[src/rtl/uart_rx_fifo_pkg.sv]
// ============================================================================
// Module   : uart_pkg
// Brief    : Shared state encoding and default timing constants for UART RX.
// Revision : 1.0
// ============================================================================
`default_nettype none

package uart_pkg;

  localparam int CLK_HZ       = 25_000_000;
  localparam int BAUD         = 115200;
  localparam int CLKS_PER_BIT = 217;

  typedef enum logic [2:0] {
    IDLE      = 3'd0,
    START     = 3'd1,
    DATA      = 3'd2,
    STOP      = 3'd3,
    WAIT_IDLE = 3'd4
  } rx_state_t;

endpackage

`default_nettype wire

[src/rtl/uart_rx_fifo_fifo.sv]
// ============================================================================
// Module   : rx_fifo
// Brief    : Show-ahead synchronous FIFO; head entry visible on o_data.
// Revision : 1.0
// ============================================================================
`default_nettype none

module rx_fifo #(
  parameter int FIFO_DEPTH = 4,
  parameter int WIDTH      = 8
) (
  input  logic             clk,
  input  logic             rst,
  input  logic             i_push,
  input  logic [WIDTH-1:0] i_data,
  input  logic             i_pop,
  output logic [WIDTH-1:0] o_data,
  output logic             o_full,
  output logic             o_empty
);

  localparam int AW = $clog2(FIFO_DEPTH);

  logic [WIDTH-1:0] r_mem [FIFO_DEPTH];
  logic [AW:0]      r_wp;
  logic [AW:0]      r_rp;
  logic             w_do_push;
  logic             w_do_pop;

  // Extra pointer MSB distinguishes full from empty when the indices match.
  assign o_full    = (r_wp[AW] != r_rp[AW]) && (r_wp[AW-1:0] == r_rp[AW-1:0]);
  assign o_empty   = (r_wp == r_rp);
  assign w_do_pop  = i_pop && !o_empty;
  assign w_do_push = i_push && (!o_full || w_do_pop);
  assign o_data    = o_empty ? '0 : r_mem[r_rp[AW-1:0]];

  always_ff @(posedge clk) begin
    if (w_do_push) begin
      r_mem[r_wp[AW-1:0]] <= i_data;
    end
  end

  always_ff @(posedge clk or posedge rst) begin
    if (rst) begin
      r_wp <= '0;
      r_rp <= '0;
    end else begin
      if (w_do_push) r_wp <= r_wp + 1'b1;
      if (w_do_pop)  r_rp <= r_rp + 1'b1;
    end
  end

endmodule

`default_nettype wire

[src/rtl/uart_rx_fifo.sv]
// ============================================================================
// Module   : uart_rx_fifo
// Brief    : 8N1 UART receiver with synchronizer, byte FIFO and sticky flags.
// Revision : 1.0
// ============================================================================
`default_nettype none

module uart_rx_fifo #(
  parameter int CLKS_PER_BIT = uart_pkg::CLKS_PER_BIT,
  parameter int FIFO_DEPTH   = 4
) (
  input  logic       clk,
  input  logic       reset,
  input  logic       rxd,
  output logic [7:0] rx_data,
  output logic       rx_valid,
  input  logic       rx_ready,
  output logic       frame_err,
  output logic       overrun,
  input  logic       err_clr
);

  import uart_pkg::*;

  localparam int            CW     = $clog2(CLKS_PER_BIT);
  localparam logic [CW-1:0] c_half = CW'(CLKS_PER_BIT / 2 - 1);
  localparam logic [CW-1:0] c_full = CW'(CLKS_PER_BIT - 1);

  rx_state_t     r_state;
  rx_state_t     w_next;
  logic          r_sync1;
  logic          r_rxd_s;
  logic          r_armed;
  logic [CW-1:0] r_cnt;
  logic [2:0]    r_bitidx;
  logic [7:0]    r_shift;
  logic          w_cnt_clr;
  logic          w_shift_en;
  logic          w_push;
  logic          w_ferr_set;
  logic          w_ovr_set;
  logic          w_full;
  logic          w_empty;
  logic          w_pop;

  always_ff @(posedge clk or posedge reset) begin
    if (reset) begin
      r_sync1 <= 1'b1;
      r_rxd_s <= 1'b1;
    end else begin
      r_sync1 <= rxd;
      r_rxd_s <= r_sync1;
    end
  end

  always_ff @(posedge clk or posedge reset) begin
    if (reset) r_state <= IDLE;
    else       r_state <= w_next;
  end

  always_comb begin
    w_next     = r_state;
    w_cnt_clr  = 1'b0;
    w_shift_en = 1'b0;
    w_push     = 1'b0;
    w_ferr_set = 1'b0;
    case (r_state)
      IDLE: begin
        // A line seen high once since reset is required before a start bit counts.
        if (!r_rxd_s && r_armed) begin
          w_next    = START;
          w_cnt_clr = 1'b1;
        end
      end
      START: begin
        if (r_cnt == c_half) begin
          w_cnt_clr = 1'b1;
          w_next    = r_rxd_s ? IDLE : DATA;
        end
      end
      DATA: begin
        if (r_cnt == c_full) begin
          w_cnt_clr  = 1'b1;
          w_shift_en = 1'b1;
          if (r_bitidx == 3'd7) w_next = STOP;
        end
      end
      STOP: begin
        if (r_cnt == c_full) begin
          w_cnt_clr = 1'b1;
          if (r_rxd_s) begin
            w_push = 1'b1;
            w_next = IDLE;
          end else begin
            w_ferr_set = 1'b1;
            w_next     = WAIT_IDLE;
          end
        end
      end
      WAIT_IDLE: begin
        if (r_rxd_s) w_next = IDLE;
      end
      default: w_next = IDLE;
    endcase
  end

  always_ff @(posedge clk or posedge reset) begin
    if (reset) begin
      r_cnt    <= '0;
      r_bitidx <= '0;
      r_shift  <= '0;
      r_armed  <= 1'b0;
    end else begin
      r_cnt <= w_cnt_clr ? '0 : r_cnt + CW'(1);
      if (r_rxd_s) r_armed <= 1'b1;
      if (r_state != DATA) begin
        r_bitidx <= '0;
      end else if (w_shift_en) begin
        r_shift[r_bitidx] <= r_rxd_s;
        r_bitidx          <= r_bitidx + 3'd1;
      end
    end
  end

  assign w_pop     = rx_valid && rx_ready;
  assign w_ovr_set = w_push && w_full && !w_pop;
  assign rx_valid  = !w_empty;

  // Set has priority over clear so a same-cycle error is never lost.
  always_ff @(posedge clk or posedge reset) begin
    if (reset) begin
      frame_err <= 1'b0;
      overrun   <= 1'b0;
    end else begin
      if (w_ferr_set)   frame_err <= 1'b1;
      else if (err_clr) frame_err <= 1'b0;
      if (w_ovr_set)    overrun   <= 1'b1;
      else if (err_clr) overrun   <= 1'b0;
    end
  end

  rx_fifo #(
    .FIFO_DEPTH (FIFO_DEPTH),
    .WIDTH      (8)
  ) u_fifo (
    .clk     (clk),
    .rst     (reset),
    .i_push  (w_push),
    .i_data  (r_shift),
    .i_pop   (w_pop),
    .o_data  (rx_data),
    .o_full  (w_full),
    .o_empty (w_empty)
  );

endmodule

`default_nettype wire

[config.mk]
export PLATFORM = sky130hd
export DESIGN_NAME = uart_rx_fifo
export DESIGN_NICKNAME = d
export VERILOG_FILES = /design/src/rtl/uart_rx_fifo_pkg.sv /design/src/rtl/uart_rx_fifo_fifo.sv /design/src/rtl/uart_rx_fifo.sv
export SDC_FILE = /design/constraint.sdc
export NUM_CORES = 1
export LEC_CHECK = 0
export CAP_MARGIN = 20
export CORE_MARGIN = 4
export CORE_UTILIZATION = 30
export DETAILED_ROUTE_END_ITERATION = 8
export PLACE_DENSITY_LB_ADDON = 0.05
export RECOVER_POWER = 50
export REMOVE_ABC_BUFFERS = 1
export SLEW_MARGIN = 40
export SYNTH_ARGS = -nofsm -noshare
export SYNTH_HDL_FRONTEND = slang
export SYNTH_HIERARCHICAL = 1
export SYNTH_SLANG_ARGS = --single-unit
[constraint.sdc]
create_clock -name clk -period 3.18 [get_ports clk]
set_input_delay 0.318 -clock clk [delete_from_list [all_inputs] [get_ports clk]]
set_output_delay 0.318 -clock clk [all_outputs]
set_load 0.05 [all_outputs]
==> results of run 1 <==
==> final cells by class <==
cell class,count,area share
clock buffer,9,0.0351
multi-input combinational,130,0.317
tap,133,0.0472
sequential,65,0.508
inverter,14,0.0149
timing repair buffer,22,0.0564
clock inverter,7,0.0220
==> how the worst max path moves through the flow <==
stage                         from                  to  slack, ns  depth (start not counted)
floorplan           u_fifo/r_rp[0]  u_fifo/r_mem[0][0]       0.52                          5
global placement          r_cnt[0]  u_fifo/r_mem[3][0]       0.64                         10
detailed placement        r_cnt[0]  u_fifo/r_mem[3][0]       0.60                         10
CTS                 u_fifo/r_wp[0]          rx_data[6]       0.39                          5
global route              r_cnt[0]  u_fifo/r_mem[3][2]       0.25                         10
finish              u_fifo/r_wp[0]          rx_data[6]       0.44                          5
==> routing by layer <==
layer | vias up | global-route usage | routed length [µm]
li1 | 823 | - | -
met1 | 834 | 0.128 | 2370
met2 | 34 | 0.183 | 2780
met3 | 8 | 0.0384 | 216
met4 | 0 | 0.0352 | 79
met5 | - | 0 | 0
==> metrics by stage <==
step / cells / hold WS (ns)
finish: 380 / 0.352
global route: 380 / 0.372
CTS: 380 / 0.216
detailed placement: 364 / 0.348
global placement: 364 / 0.347
floorplan: 209 / 0.109
==> placed cells by master, fill, tap and decap left out, drive strengths merged, types with 5 or more instances in the layout <==
| cell | Yosys | layout |
|---|---|---|
| dfrtp | 31 | 31 |
| nor2b | 11 | 11 |
| clkbuf | 2 | 10 |
| mux4 | 8 | 8 |
| edfxtp | 32 | 32 |
| buf | 4 | 6 |
| nor2 | 17 | 17 |
| xor2 | 5 | 5 |
| a21oi | 5 | 5 |
| nand2 | 9 | 9 |
| nand3 | 6 | 6 |
| ha | 9 | 9 |
| clkdlybuf4s50 | 0 | 13 |
| inv | 14 | 17 |
| xnor2 | 10 | 10 |
| mux2 | 9 | 9 |
==> flip-flops by register name (all words and copies together) (netlist names), 3 cells and up <==
signal	cells
r_cnt	8
r_shift	8
u_fifo/r_mem	32
u_fifo/r_wp	3
r_state	3
u_fifo/r_rp	3
r_bitidx	3
==> power breakdown <==
group	switching [W]	internal, W
logic	0.0000883	0.0000857
clock network	0.000343	0.000370
registers	0.0000624	0.000927
total	0.000493	0.00138
==> logic make-up (layout without fill, tap and decap cells) <==
family / after synthesis / count (layout) / synth area share
buffers and inverters: 20 / 52 / 0.0314
xor gates and xnor gates: 15 / 15 / 0.0527
adders and majority gates: 9 / 9 / 0.0376
and+or+nand+nor: 68 / 68 / 0.133
muxes: 17 / 17 / 0.0941
DFF: 65 / 65 / 0.598
AOI/OAI and AO/OA: 21 / 21 / 0.0539
==> Implementation_results.wiki, run 1 <==
{| class="wikitable"
! Metric !! Value
|-
| Post-CTS setup buffers || 0
|-
| Antenna fix cells || 0
|-
| RD Place Congestion || around 0.74
|-
| Mean cell area of the mapped netlist || ~14 µm²
|-
| Final core utilization || 0.362
|-
| HPWL reported at the end of detailed placement || between 3000 and 4000 µm
|-
| Endpoints failing hold || 0
|-
| CP max stage delay || between 0.8 and 0.9 ns
|-
| Std cell rows || 36
|-
| Post-CTS resize count || 0
|-
| Critical path, cell by cell || xor2_2 > nor3_2 > buf_4 > nor2b_1 > clkdlybuf4s50_1
|-
| Peak fanout along the critical path || 10
|-
| Total DRC errors in the routed layout || 0
|-
| FILL cells || around 960
|-
| Cell at the root of the clock tree || sky130_fd_sc_hd__clkbuf_8
|-
| Top achievable clock speed || around 0.37 GHz
|-
| Maximum level of the CTS H-tree || 3
|-
| Total placed instance area || about 3300 µm²
|-
| Post-route cell area || 3520 µm²
|-
| Routed vias || ~1.7k
|-
| Class of the worst hold path || in2async
|-
| Worst-case clock buffer depth || 2
|-
| Post-detailed-route count of antenna-violating nets || 0
|-
| Worst reg2reg setup slack || approximately 0.6 ns
|-
| Outcome || finished with violations
|-
| Signed area change from the synthesized netlist to the final layout || 17.8%
|-
| Number of top-level pins || 16
|-
| Library cell with the highest instance count after synthesis || sky130_fd_sc_hd__edfxtp_1
|-
| CP bufs+invs || 2
|-
| Register bit total from synthesis || 65
|-
| Die Width || 108 µm
|-
| Most frequent cells after synthesis || 32 x sky130_fd_sc_hd__edfxtp_1, 31 x sky130_fd_sc_hd__dfrtp_1, 17 x sky130_fd_sc_hd__nor2_1
|-
| Proportion of netlist area held by the largest area contributor || 0.321
|-
| First drt pass iteration count || 4
|-
| Slack of the critical path || between 0.4 and 0.5 ns
|-
| Residual overflow from global routing || 0
|-
| Arrival time worst endpoint || around 2.4 ns
|-
| Post-synth EDFFs || 32
|-
| Total power draw || roughly 0.0019 W
|-
| Final Max Slew Viols || 0
|-
| Share of synthesized area occupied by flip-flops and latches || 0.598
|-
| Max-cap violation count || 1
|-
| Via count of the first global-routing pass || 1804
|-
| Reg clk slew, reported paths || ~0.080 ns
|-
| Worst EP required || 2.86 ns
|-
| Area used by sequential logic in the layout || around 1800 µm²
|-
| First-pass GRT wire length || around 9400 µm
|-
| Antenna violations before repair || 0
|-
| Nets || ~260
|-
| Pre-CTS worst setup slack || 0.596 ns
|-
| Final critical-path share of the clock period || 0.860
|-
| Worst r2r dst || u_fifo/r_mem[3][2]
|-
| Routed wire length || 5440 µm
|-
| Sort of element at the start of the critical path || flip-flop
|-
| Average vias per placed instance || 4.47
|-
| Count of input and output buffers || 15
|-
| Endpoint kind of the worst setup timing path || output port
|-
| Maximum number of pins on one net before global-route repair || 28
|-
| Synth top area cells || sky130_fd_sc_hd__edfxtp_1 32%, sky130_fd_sc_hd__dfrtp_1 26%, sky130_fd_sc_hd__mux4_2 6.0%
|-
| Main synth FF type || sky130_fd_sc_hd__edfxtp_1
|-
| Proportion of layout cells with a drive suffix above 1 || 0.219
|-
| Master of the slowest instance on the critical path || sky130_fd_sc_hd__clkdlybuf4s50_1
|-
| Overall Global Routing Usage || 0.108
|-
| Worst skew pair latency || around 0.33 ns
|-
| Library cells used by synthesis || between 40 and 50
|-
| Die Span Y || between 100 and 150 µm
|-
| Layout Skew || 0.00730 ns
|-
| Number of buffers created by CTS || 9
|-
| Power density over cell area || 532 nW/µm²
|-
| Share of flip-flops with an asynchronous set or reset || 0.508
|-
| Library cell with the largest summed area after synthesis || sky130_fd_sc_hd__edfxtp_1
|-
| Leakage component of the power || 1.39 nW
|-
| TritonCTS clock tree || built
|-
| R2R depth || 10
|-
| WS Path Type || reg2out
|-
| Number of warnings reported in the yosys synthesis log || 6
|-
| Initial cell density of the core || 0.308
|-
| Final sum of negative setup slack || 0 ns
|-
| Slew margin rel. || 0.000329
|-
| Transition time at the pin with the least slew margin || approximately 1.5 ns
|-
| Core area || roughly 9700 µm²
|-
| Multi-input logic area || roughly 1100 µm²
|-
| Top cell family by delay on the critical path || buffers and inverters
|-
| Final Critical Period || 2.74 ns
|-
| Number of DRC violations after detailed-routing iteration 0 || 47
|-
| Unrepaired setup endpoints after global routing || false
|-
| Routed length per instance || about 14 µm
|-
| Clock Sink Count || 65
|-
| Worst vdd ir || between 0.3 and 0.4 mV
|-
| Startpoint of the worst register-to-register path || r_cnt[0]
|-
| Endpoints failing setup || 0
|-
| Number of instances in the synthesized netlist || 215
|-
| Failing checks || capacitance limit
|-
| Cell area after synthesis || around 3000 µm²
|-
| Total of hold buffers inserted after clock tree synthesis || 0
|-
| Die footprint || roughly 12000 µm²
|}
No activity file was read; power rests on OpenSTA's default activity.
==> run 2, diff against run 1 <==
Settings changed: CELL_PAD_IN_SITES_DETAIL_PLACEMENT from default to 1, CELL_PAD_IN_SITES_GLOBAL_PLACEMENT from default to 1, CTS_CLUSTER_DIAMETER from default to 150.
==> Implementation_results.wiki, run 2 (synthesis results as in run 1) <==
{| class="wikitable"
! Metric !! Value
|-
| Sort of element at the start of the critical path || flip-flop
|-
| Reg clk slew, reported paths || ~0.070 ns
|-
| Maximum level of the CTS H-tree || 3
|-
| Top achievable clock speed || ~0.35 GHz
|-
| Average vias per placed instance || approximately 4.5
|-
| Clock Sink Count || 65
|-
| Number of DRC violations after detailed-routing iteration 0 || 37
|-
| Number of flip-flops under the largest register name || 32
|-
| Worst EP required || ~2.9 ns
|-
| Endpoint kind of the worst setup timing path || output port
|-
| Nets || 256
|-
| Total DRC errors in the routed layout || 0
|-
| Routed wire length || between 5000 and 6000 µm
|-
| Max-cap violation count || 0
|-
| Peak fanout along the critical path || 11
|-
| TritonCTS clock tree || built
|-
| Number of top-level pins || 16
|-
| Worst-case clock buffer depth || 2
|-
| Overall Global Routing Usage || 0.111
|-
| Post-CTS setup buffers || 0
|-
| Final critical-path share of the clock period || 0.910
|-
| Leakage component of the power || between 1 and 1.5 nW
|-
| Power density over cell area || roughly 530 nW/µm²
|-
| Std cell rows || 36
|-
| Final-layout worst hold slack || approximately 0.36 ns
|-
| Maximum number of pins on one net before global-route repair || 19
|-
| Unrepaired setup endpoints after global routing || false
|-
| Antenna violations before repair || 0
|-
| Endpoints failing setup || 0
|-
| FILL cells || roughly 1.0k
|-
| Class of the worst hold path || reg2reg
|-
| RD Place Congestion || a little over 0.8
|-
| Initial cell density of the core || 0.308
|-
| Commonest cells after routing, fill and taps aside || 32 x sky130_fd_sc_hd__edfxtp_1, 31 x sky130_fd_sc_hd__dfrtp_1, 17 x sky130_fd_sc_hd__nor2_1
|-
| Routed vias || 1721
|-
| Total power draw || 0.00188 W
|-
| Die Width || 108 µm
|-
| Transition time at the pin with the least slew margin || 0.697 ns
|-
| Residual overflow from global routing || 0
|-
| Die Span Y || around 110 µm
|-
| Core area || 9730 µm²
|-
| Endpoints failing hold || 0
|-
| Proportion of layout cells with a drive suffix above 1 || 0.215
|-
| Via count of the first global-routing pass || roughly 1.9k
|-
| Count of input and output buffers || 15
|-
| Outcome || finished, final reports clean
|-
| Worst vdd ir || 0.254 mV
|-
| Final Critical Period || roughly 2.9 ns
|-
| Cell at the root of the clock tree || sky130_fd_sc_hd__clkbuf_8
|-
| Final sum of negative setup slack || 0 ns
|-
| Number of buffers created by CTS || 9
|-
| Signed area change from the synthesized netlist to the final layout || 17.4%
|-
| HPWL reported at the end of detailed placement || about 4300 µm
|-
| Layout Skew || between 0.009 and 0.01 ns
|-
| WS Path Type || reg2out
|-
| Most common library cell in the layout ignoring fill and taps || sky130_fd_sc_hd__edfxtp_1
|-
| Post-CTS resize count || 0
|-
| Post-detailed-route count of antenna-violating nets || 0
|-
| Slew margin rel. || 0.531
|-
| Final Max Slew Viols || 0
|-
| Arrival time worst endpoint || around 2.6 ns
|-
| Antenna fix cells || 0
|-
| First drt pass iteration count || 4
|-
| Routed length per instance || 15.1 µm
|-
| Total of hold buffers inserted after clock tree synthesis || 0
|-
| First-pass GRT wire length || about 9700 µm
|-
| Die footprint || 11600 µm²
|-
| Worst skew pair latency || 0.34 ns
|}
## run 2: cell count changes in the layout (fill, tap and decap cells not counted), sizes merged
cell / previous run / this run
clkinv: 2 / 4
inv: 17 / 15
buf: 6 / 5
clkbuf: 10 / 11
## run 2: path summary, 6_finish.rpt
check / startpoint / cells past startpoint / slack (ns) / to
min: r_sync1 / 0 / 0.36 / r_rxd_s
min in group asynchronous: reset / 2 / 0.37 / u_fifo/r_wp[1]
max: u_fifo/r_rp[1] / 5 / 0.29 / rx_data[1]
max reg2reg: r_cnt[0] / 10 / 0.46 / u_fifo/r_mem[3][3]
max in group asynchronous: reset / 3 / 1.80 / r_cnt[3]
min reg2reg: r_sync1 / 0 / 0.36 / r_rxd_s
## run 2: critical path, cell delays in order, from the launching register on
cell and delay (ns):
sky130_fd_sc_hd__dfrtp_1 0.71, sky130_fd_sc_hd__xor2_4 0.31, sky130_fd_sc_hd__nor3_2 0.08, sky130_fd_sc_hd__buf_4 0.18, sky130_fd_sc_hd__nor2b_1 0.13, sky130_fd_sc_hd__clkdlybuf4s50_1 0.82
## run 2: metrics by stage
step	area (µm²)	instances	utilization	setup slack [ns]
final	3510	380	0.361	0.288
after global routing	3510	380	0.361	0.101
after CTS	3520	380	0.362	0.218
after detailed placement	3320	364	0.341	0.475
after global placement	3320	364	0.341	0.546
after floorplan	2950	209	-	0.523
## run 2: routing by layer
layer	track usage	wire length (µm)	vias to the layer above
met1	0.133	2510	872
met3	0.0342	177	6
met2	0.181	2970	19
li1	-	-	824
met4	0.0514	74	0
met5	0	0	-
## run 2: layout make-up
class / instances / area (µm²) / share of cell area
Clock buffer: 9 / 124 / 0.0352
Clock inverter: 7 / 77.6 / 0.0221
Inverter: 14 / 52.6 / 0.0150
Multi-Input combinational cell: 130 / 1110 / 0.316
Sequential cell: 65 / 1790 / 0.509
Tap cell: 133 / 166 / 0.0473
Timing Repair Buffer: 22 / 195 / 0.0555
## run 2: where the power goes
part,switching [W],internal (W)
logic,0.0000990,0.0000869
clock network,0.000333,0.000368
registers,0.0000628,0.000927
total,0.000495,0.00138
==> run 3, diff against run 2 <==
Settings changed: CORE_ASPECT_RATIO from default to 1.1.
==> Implementation_results.wiki, run 3 (synthesis results as in run 1) <==
{| class="wikitable"
! Metric !! Value
|-
| Routed wire length || ~5800 µm
|-
| Via count of the first global-routing pass || between 1.5k and 2k
|-
| Endpoints failing setup || 0
|-
| Number of flip-flops under the largest register name || 32
|-
| FILL cells || 994
|-
| Routed vias || between 1.5k and 2k
|-
| First drt pass iteration count || 4
|-
| Slew margin rel. || 0.295
|-
| Commonest cells after routing, fill and taps aside || 32 x sky130_fd_sc_hd__edfxtp_1, 31 x sky130_fd_sc_hd__dfrtp_1, 17 x sky130_fd_sc_hd__nor2_1
|-
| Clock Sink Count || 65
|-
| Post-CTS setup buffers || 0
|-
| Count of input and output buffers || 15
|-
| Final-layout worst hold slack || around 0.36 ns
|-
| Worst EP required || approximately 2.9 ns
|-
| Arrival time worst endpoint || ~2.5 ns
|-
| Max-cap violation count || 0
|-
| Origin of the worst min-delay path || r_sync1
|-
| Multi-input logic area || around 1100 µm²
|-
| Most common library cell in the layout ignoring fill and taps || sky130_fd_sc_hd__edfxtp_1
|-
| Cell at the root of the clock tree || sky130_fd_sc_hd__clkbuf_8
|-
| Final sum of negative setup slack || 0 ns
|-
| Die Width || 103 µm
|-
| Leakage component of the power || around 1.4 nW
|-
| Startpoint of the worst register-to-register path || r_cnt[0]
|-
| Power density over cell area || 553 nW/µm²
|-
| Outcome || finished, final reports clean
|-
| Peak-usage layer in the global routing report || met2
|-
| Nets || 254
|-
| Global routing met2 resource utilization || 0.192
|-
| Area used by sequential logic in the layout || 1790 µm²
|-
| Endpoint kind of the worst setup timing path || output port
|-
| Routed length per instance || 16.0 µm
|-
| First-pass GRT wire length || roughly 10000 µm
|-
| Total of hold buffers inserted after clock tree synthesis || 0
|-
| Antenna violations before repair || 0
|-
| Layout Skew || ~0.0066 ns
|-
| Proportion of layout cells with a drive suffix above 1 || 0.212
|-
| Number of top-level pins || 16
|-
| Residual overflow from global routing || 0
|-
| Signed area change from the synthesized netlist to the final layout || 17.1%
|-
| GR Layer Usage met1 || 0.133
|-
| Die footprint || about 12000 µm²
|-
| Number of DRC violations after detailed-routing iteration 0 || 37
|-
| Worst-case clock buffer depth || 2
|-
| Worst reg2reg setup slack || about 0.46 ns
|-
| Reg clk slew, reported paths || about 0.07 ns
|-
| Initial cell density of the core || 0.314
|-
| Peak fanout along the critical path || 11
|-
| Final critical-path share of the clock period || 0.899
|-
| Worst vdd ir || 0.267 mV
|-
| WS Path Type || reg2out
|-
| Core area || 9540 µm²
|-
| HPWL reported at the end of detailed placement || 4420 µm
|-
| Total DRC errors in the routed layout || 0
|-
| Overall Global Routing Usage || 0.112
|-
| Top achievable clock speed || ~0.35 GHz
|-
| Average vias per placed instance || approximately 4.7
|-
| Final Critical Period || approximately 2.9 ns
|-
| Post-detailed-route count of antenna-violating nets || 0
|-
| Global-route met3 utilization || 0.0314
|-
| Unrepaired setup endpoints after global routing || false
|-
| Maximum number of pins on one net before global-route repair || 28
|-
| Antenna fix cells || 0
|-
| Final Max Slew Viols || 0
|-
| Start point of the critical path || u_fifo/r_rp[1]
|-
| Number of buffers created by CTS || 9
|-
| Post-CTS resize count || 0
|-
| Worst skew pair latency || about 0.33 ns
|-
| Std cell rows || 37
|-
| Sort of element at the start of the critical path || flip-flop
|-
| RD Place Congestion || 0.772
|-
| Die Span Y || between 100 and 150 µm
|-
| Class of the worst hold path || reg2reg
|-
| Endpoints failing hold || 0
|-
| Transition time at the pin with the least slew margin || around 1.1 ns
|-
| TritonCTS clock tree || built
|-
| Maximum level of the CTS H-tree || 3
|}
run 3: cell count changes in the layout (fill, tap and decap cells not counted), sizes merged:
| cell | change |
|---|---|
| bufinv | +1 |
| clkbuf | -2 |
| inv | -1 |
run 3: area by class of cell:
type,instances,share of cell area
Tap cell,117,0.0418
Sequential cell,65,0.511
Inverter,14,0.0150
Clock buffer,9,0.0353
Multi-Input combinational cell,130,0.317
Clock inverter,7,0.0271
Timing Repair Buffer,20,0.0536
run 3: path summary, 6_finish.rpt:
path / to / cells past startpoint
setup / recovery: rx_data[5] / 5
hold / removal: r_rxd_s / 0
setup reg to reg: u_fifo/r_mem[3][2] / 10
hold reg to reg: r_rxd_s / 0
max in group asynchronous: r_cnt[4] / 2
min in group asynchronous: u_fifo/r_wp[1] / 2
run 3: power breakdown:
| group | total [W] | internal (W) | switching (W) |
|---|---|---|---|
| Sequential | 0.000993 | 0.000927 | 0.0000658 |
| Combinational | 0.000181 | 0.0000852 | 0.0000956 |
| Clock | 0.000765 | 0.000441 | 0.000324 |
| Total | 0.00194 | 0.00145 | 0.000485 |
run 3: through the flow:
step                      area (µm²)  setup WS (ns)  total power, W   util  std cells
final                           3500          0.321         0.00194  0.367        362
after global routing            3500          0.159         0.00205  0.367        362
after CTS                       3500          0.264         0.00198  0.367        362
after detailed placement        3290          0.417         0.00120  0.345        346
after global placement          3290          0.469         0.00118  0.345        346
after floorplan                 2950          0.523         0.00113      -        209
run 3: worst max-delay path, cell delays in order (launching register included):
cell,delay (ns)
sky130_fd_sc_hd__dfrtp_1,0.69
sky130_fd_sc_hd__xor2_4,0.32
sky130_fd_sc_hd__nor3_2,0.08
sky130_fd_sc_hd__buf_4,0.18
sky130_fd_sc_hd__nor2b_1,0.11
sky130_fd_sc_hd__clkdlybuf4s50_1,0.83
run 3: routing by layer:
layer | share of wire | vias to the layer above | wire length (µm)
met4 | 0.010 | 0 | 60
met1 | 0.42 | 848 | 2450
met3 | 0.026 | 6 | 152
met5 | 0 | - | 0
met2 | 0.54 | 17 | 3120
li1 | - | 816 | -
